[src/rtl/spram_pkg.sv]
// Shared types and default widths for the single-port RAM initiator.
package spram_pkg;

    localparam int SPRAM_ADDR_W = 8;
    localparam int SPRAM_DATA_W = 8;

    typedef enum logic {
        OP_READ  = 1'b0,
        OP_WRITE = 1'b1
    } spram_op_e;

    typedef struct packed {
        logic                    write;
        logic [SPRAM_ADDR_W-1:0] addr;
        logic [SPRAM_DATA_W-1:0] wdata;
    } spram_cmd_t;

    typedef struct packed {
        logic [SPRAM_ADDR_W-1:0] addr;
        logic [SPRAM_DATA_W-1:0] rdata;
    } spram_rsp_t;

endpackage

[src/rtl/spram_rsp_fifo.sv]
// First-word-fall-through response FIFO; pointers wrap naturally, a separate
// count register distinguishes full from empty.
module spram_rsp_fifo
    import spram_pkg::*;
#(
    parameter int DEPTH = 4,
    parameter int WIDTH = $bits(spram_rsp_t)
) (
    input  logic             clock,
    input  logic             reset,
    input  logic             push,
    input  logic [WIDTH-1:0] push_data,
    input  logic             pop,
    output logic [WIDTH-1:0] pop_data,
    output logic             empty,
    output logic             full
);
    localparam int PTR_W = $clog2(DEPTH);
    localparam logic [PTR_W:0] COUNT_FULL = (PTR_W + 1)'(DEPTH);

    logic [PTR_W-1:0] wr_ptr_q, wr_ptr_d;
    logic [PTR_W-1:0] rd_ptr_q, rd_ptr_d;
    logic [PTR_W:0]   count_q, count_d;
    logic [WIDTH-1:0] mem_q [DEPTH];
    logic             do_push;
    logic             do_pop;

    assign empty = (count_q == '0);
    assign full  = (count_q == COUNT_FULL);
    // Head is forced to zero while empty so the response fields read 0 after reset.
    assign pop_data = empty ? '0 : mem_q[rd_ptr_q];

    always_comb begin
        do_pop   = pop && !empty;
        do_push  = push && (!full || do_pop);
        wr_ptr_d = wr_ptr_q + PTR_W'(do_push);
        rd_ptr_d = rd_ptr_q + PTR_W'(do_pop);
        count_d  = count_q + (PTR_W + 1)'(do_push) - (PTR_W + 1)'(do_pop);
    end

    always_ff @(posedge clock) begin
        if (!reset) begin
            wr_ptr_q <= '0;
            rd_ptr_q <= '0;
            count_q  <= '0;
        end else begin
            wr_ptr_q <= wr_ptr_d;
            rd_ptr_q <= rd_ptr_d;
            count_q  <= count_d;
        end
    end

    always_ff @(posedge clock) begin
        if (do_push) begin
            mem_q[wr_ptr_q] <= push_data;
        end
    end

endmodule

[src/rtl/spram_initiator.sv]
// Master-side access engine for a single-port RAM: registered RAM drive,
// credit-limited read issue and an in-order read response FIFO.
module spram_initiator
    import spram_pkg::*;
#(
    parameter int ADDR_W     = SPRAM_ADDR_W,
    parameter int DATA_W     = SPRAM_DATA_W,
    parameter int RD_LATENCY = 1,
    parameter int RSP_DEPTH  = 4
) (
    input  logic              clock,
    input  logic              reset,
    input  logic              cmd_valid,
    output logic              cmd_ready,
    input  logic              cmd_write,
    input  logic [ADDR_W-1:0] cmd_addr,
    input  logic [DATA_W-1:0] cmd_wdata,
    output logic              rsp_valid,
    input  logic              rsp_ready,
    output logic [DATA_W-1:0] rsp_rdata,
    output logic [ADDR_W-1:0] rsp_addr,
    output logic [ADDR_W-1:0] address,
    output logic [DATA_W-1:0] data_in,
    output logic              write_enable,
    output logic              read_enable,
    input  logic [DATA_W-1:0] data_out,
    output logic              busy
);
    localparam int CNT_W = $clog2(RSP_DEPTH) + 1;
    localparam logic [CNT_W-1:0] CNT_FULL = CNT_W'(RSP_DEPTH);

    typedef struct packed {
        logic              valid;
        logic [ADDR_W-1:0] addr;
    } rd_tag_t;

    logic                       alive_q, alive_d;
    logic [CNT_W-1:0]           outstanding_q, outstanding_d;
    logic [ADDR_W-1:0]          address_q, address_d;
    logic [DATA_W-1:0]          data_in_q, data_in_d;
    logic                       write_enable_q, write_enable_d;
    logic                       read_enable_q, read_enable_d;
    rd_tag_t [RD_LATENCY-1:0]   pipe_q, pipe_d;

    spram_op_e                  cmd_op;
    logic                       cmd_accept;
    logic                       rd_accept;
    logic                       rsp_pop;
    logic                       fifo_push;
    logic                       fifo_empty;
    logic                       fifo_full;
    logic [ADDR_W+DATA_W-1:0]   fifo_rd_data;

    // Both channels: a transfer happens on a rising edge where valid && ready.
    // cmd_ready comes only from registers, so it never depends on cmd_valid or rsp_ready.
    assign cmd_ready    = alive_q && (outstanding_q != CNT_FULL);
    assign rsp_valid    = !fifo_empty;
    assign busy         = (outstanding_q != '0);
    assign address      = address_q;
    assign data_in      = data_in_q;
    assign write_enable = write_enable_q;
    assign read_enable  = read_enable_q;
    assign {rsp_addr, rsp_rdata} = fifo_rd_data;

    always_comb begin
        cmd_op     = cmd_write ? OP_WRITE : OP_READ;
        cmd_accept = cmd_valid && cmd_ready;
        rd_accept  = cmd_accept && (cmd_op == OP_READ);
        rsp_pop    = rsp_valid && rsp_ready;
        alive_d    = 1'b1;

        outstanding_d = outstanding_q;
        if (rd_accept && !rsp_pop) begin
            outstanding_d = outstanding_q + CNT_W'(1);
        end else if (!rd_accept && rsp_pop) begin
            outstanding_d = outstanding_q - CNT_W'(1);
        end

        address_d      = cmd_accept ? cmd_addr : address_q;
        data_in_d      = (cmd_accept && cmd_op == OP_WRITE) ? cmd_wdata : data_in_q;
        write_enable_d = cmd_accept && (cmd_op == OP_WRITE);
        read_enable_d  = rd_accept;

        // Stage 0 tags the read the RAM is sampling at this edge; the last stage
        // lines up with data_out becoming valid.
        pipe_d[0].valid = read_enable_q;
        pipe_d[0].addr  = address_q;
        for (int i = 1; i < RD_LATENCY; i++) begin
            pipe_d[i] = pipe_q[i-1];
        end
    end

    assign fifo_push = pipe_q[RD_LATENCY-1].valid;

    always_ff @(posedge clock) begin
        if (!reset) begin
            alive_q        <= 1'b0;
            outstanding_q  <= '0;
            address_q      <= '0;
            data_in_q      <= '0;
            write_enable_q <= 1'b0;
            read_enable_q  <= 1'b0;
            pipe_q         <= '0;
        end else begin
            alive_q        <= alive_d;
            outstanding_q  <= outstanding_d;
            address_q      <= address_d;
            data_in_q      <= data_in_d;
            write_enable_q <= write_enable_d;
            read_enable_q  <= read_enable_d;
            pipe_q         <= pipe_d;
        end
    end

    spram_rsp_fifo #(
        .DEPTH (RSP_DEPTH),
        .WIDTH (ADDR_W + DATA_W)
    ) u_rsp_fifo (
        .clock     (clock),
        .reset     (reset),
        .push      (fifo_push),
        .push_data ({pipe_q[RD_LATENCY-1].addr, data_out}),
        .pop       (rsp_ready),
        .pop_data  (fifo_rd_data),
        .empty     (fifo_empty),
        .full      (fifo_full)
    );

    // The credit counter bounds reads in flight plus queued to the FIFO depth.
    always_ff @(posedge clock) begin
        if (reset) begin
            assert (!(fifo_push && fifo_full && !rsp_ready))
                else $error("spram_initiator: response FIFO overflow");
        end
    end

endmodule

[config.mk]
export PLATFORM = sky130hd
export DESIGN_NAME = spram_initiator
export DESIGN_NICKNAME = d
export VERILOG_FILES = /design/src/rtl/spram_pkg.sv /design/src/rtl/spram_rsp_fifo.sv /design/src/rtl/spram_initiator.sv
export SDC_FILE = /design/constraint.sdc
export NUM_CORES = 1
export LEC_CHECK = 0
export ABC_CLOCK_PERIOD_IN_PS = 3480
export CAP_MARGIN = 5
export CELL_PAD_IN_SITES_DETAIL_PLACEMENT = 2
export CELL_PAD_IN_SITES_GLOBAL_PLACEMENT = 2
export CORE_AREA = 2 2 118 120
export DETAILED_ROUTE_END_ITERATION = 16
export DIE_AREA = 0 0 120 122
export GPL_TIMING_DRIVEN = 0
export PLACE_DENSITY = 0.63
export SLEW_MARGIN = 5
export SYNTH_ARGS = -nofsm -noshare
export SYNTH_HDL_FRONTEND = slang
export SYNTH_SLANG_ARGS = --single-unit
[constraint.sdc]
create_clock -name clock -period 3.48 [get_ports clock]
set_input_delay 1.044 -clock clock [delete_from_list [all_inputs] [get_ports clock]]
set_output_delay 1.044 -clock clock [all_outputs]
set_load 0.1 [all_outputs]
==> results.cfg <==
[sta]
setup_viol = 0
worst_pin_slew_ns = 1.022
fin_crit_ns = 3.296
clock.fmax_ghz = 0.3034
final-hold-violation-count = 0
fin_skew_ns = 0.005995
report.final.slew_viol_count = 0
rsz0062_at_grt = no
period_share_pct = 94.72
slew_headroom_pct = 31.64
fin_tns_setup_ns = 0
whs_ns = 0.4627

[layout]
area_delta_synth_final_pct = 29.69
final_area_um2 = 5132
nets = 368
fillerInstances = 1347
final_cell_mix = edfxtp_1, clkdlybuf4s50_1, dfxtp_1
n_antenna_cell = 0
layout_commonest_cell = edfxtp_1
layout-drive-gt1-share_pct = 17.21

[synthesis]
seq_area_frac_synth_pct = 67.78
synthFlopType = edfxtp_1
synth_top_area_share_pct = 48.56
syn_inst = 253
synthesis.area_um2 = 3958
synth_edf_count = 64
yosysWarnings = 0
synth_cell_types = 26
async_flop_share_pct = 0
syn_nets = 289
avgSynthCellArea_um2 = 15.64
synthTopCellsByArea = edfxtp_1, dfxtp_1, mux4_2, and2_1, mux4_1
yosys_register_bits = 102
synth_area_leader_cell = edfxtp_1

[global_route]
grt_max_degree = 17
grt_usage_pct = 13.26
overflow = 0
grt_pass1_wl_um = 14410
grt_pass1_vias = 2628
antenna_found_initial = 0

[routing]
detail-route-antenna-nets = 0
vias_per_cell = 4.487
drtIter0Drc = 93
dr.pass1.iters = 4
vias = 2320
route.detailed.drc = 0
wirelength_um = 9011
wl_per_cell_um = 17.43

[floorplanning]
initial_utilization_pct = 29.31
fp-row-count = 43
ios = 66
die_area_um2 = 14640
die_w_um = 120
core_area_um2 = 13500
die_y_um = 122

[worst_setup_path]
end_kind = primary output
critPathKind = register to primary output
start_kind = register
path_buf_inv = 1
cpPeakStageDelay_ns = 0.99
cp_slowest_cell = clkdlybuf4s50_1
critical-path-top-delay-family = buffers and inverters
cp.arrival_ns = 2.25
rr_startpoint = u_rsp_fifo.count_q[1]$_SDFF_PN0_
required_ns = 2.44
critPathLaunch = outstanding_q[0]$_SDFFE_PN0P_
critical_path.max_fanout = 10
worstPathCellList = nor3b_4, nor2b_1, clkdlybuf4s50_1

[cts]
clkTransAtPathRegs_ns = 0.07
numCtsBuffers = 9
cts_hold_buf = 0
clock_sinks = 102
cts_tree = done
clockBufferDepth = 2
worstSkewPairLatency_ns = 0.34
htree_levels = 3
cts-root-buf = clkbuf_16

[placed_design]
portBuffers = 65
place_area_um2 = 4891
gp_congestion = 0.6741
hpwlAfterDp_um = 6596

[power]
leakage_nw = 1.842
ir_drop_v = 0.0003128
p_per_area_nw_per_um2 = 861.9

[run_status]
status = finished clean

[min_path]
hp-start = data_in[6]$_SDFFE_PN0P_
hold_path.class = register to register

[run]
max-cap-violations = 0
-- per-layer routing --
layer	part of all wire (%)	track usage (%)
met1	41	15.17
met5	0	0
met2	51	23.33
met4	1.6	4.853
met3	6.6	4.120
-- final cells by class --
cell class,count,area (µm²),area share [%]
Buffer,13,81.33,1.585
Clock buffer,10,229.0,4.461
Clock inverter,6,86.33,1.682
Inverter,7,26.28,0.5119
Multi-Input combinational cell,130,1180,22.99
Sequential cell,102,2683,52.27
Tap cell,180,225.2,4.388
Timing Repair Buffer,69,621.8,12.12
-- cell families after synthesis --
family | count (synthesis) | synth area share (%)
AOI/OAI and AO/OA | 19 | 3.257
xor gates and xnor gates | 6 | 1.328
adders and majority gates | 7 | 2.593
buffers and inverters | 21 | 2.782
DFF | 102 | 67.78
muxes | 25 | 11.95
and+or+nand+nor | 73 | 10.31
-- power by group --
part | internal [W] | switching [W]
sequential | 0.00135 | 0.0000616
clock | 0.000629 | 0.000437
combinational | 0.000492 | 0.00145
-- cells in the mapped netlist (5+ instances only) --
| library cell | number |
|---|---|
| edfxtp_1 | 64 |
| mux4_2 | 10 |
| mux4_1 | 6 |
| buf_2 | 6 |
| nand2_1 | 25 |
| mux2i_1 | 9 |
| and2_1 | 35 |
| o31ai_1 | 8 |
| o21ai_0 | 9 |
| ha_1 | 5 |
| clkbuf_1 | 6 |
| inv_1 | 7 |
| dfxtp_1 | 38 |
-- path summary, 6_finish.rpt --
check / end / slack (ns) / cells after the start
max reg2reg: u_rsp_fifo.count_q[2]$_SDFF_PN0_ / 0.85 / 10
min: data_in[6]$_SDFFE_PN0P_ / 0.46 / 2
max: cmd_ready / 0.18 / 3
min reg2reg: data_in[6]$_SDFFE_PN0P_ / 0.46 / 2
-- what timing repair did --
item | CTS | global route
setup buffers | 0 | 0
endpoints found under the setup margin | 17 | 16
gates resized for setup | 37 | 29
-- sequential cells by signal, indices dropped and copies added (netlist names), 2 cells and up --
signal / cells
pipe_q: 8
u_rsp_fifo.count_q: 3
outstanding_q: 3
u_rsp_fifo.mem_q: 64
data_in: 8
u_rsp_fifo.rd_ptr_q: 2
u_rsp_fifo.wr_ptr_q: 2
address: 8
-- stage by stage --
stage / worst slack [ns] / instances / utilization, % / power [W]
global placement: -0.8876 / 498 / 35.80 / 0.003482
CTS: 0.004361 / 518 / 38.58 / 0.004543
floorplan: 0.3616 / 253 / - / 0.003023
detailed placement: -0.1961 / 502 / 36.22 / 0.003514
finish: 0.1839 / 517 / 38.01 / 0.004423
global route: 0.04640 / 517 / 38.01 / 0.004631
-- worst reg2reg max path: cells and delay by family, from the launching register on --
family,cells,cell delay (ns)
buf+inv,2,0.11
flops,1,0.37
fa+ha+maj,3,0.79
xor+xnor,2,0.28
simple gates,3,0.98
Note: power is estimated with default switching activity, not from simulation.
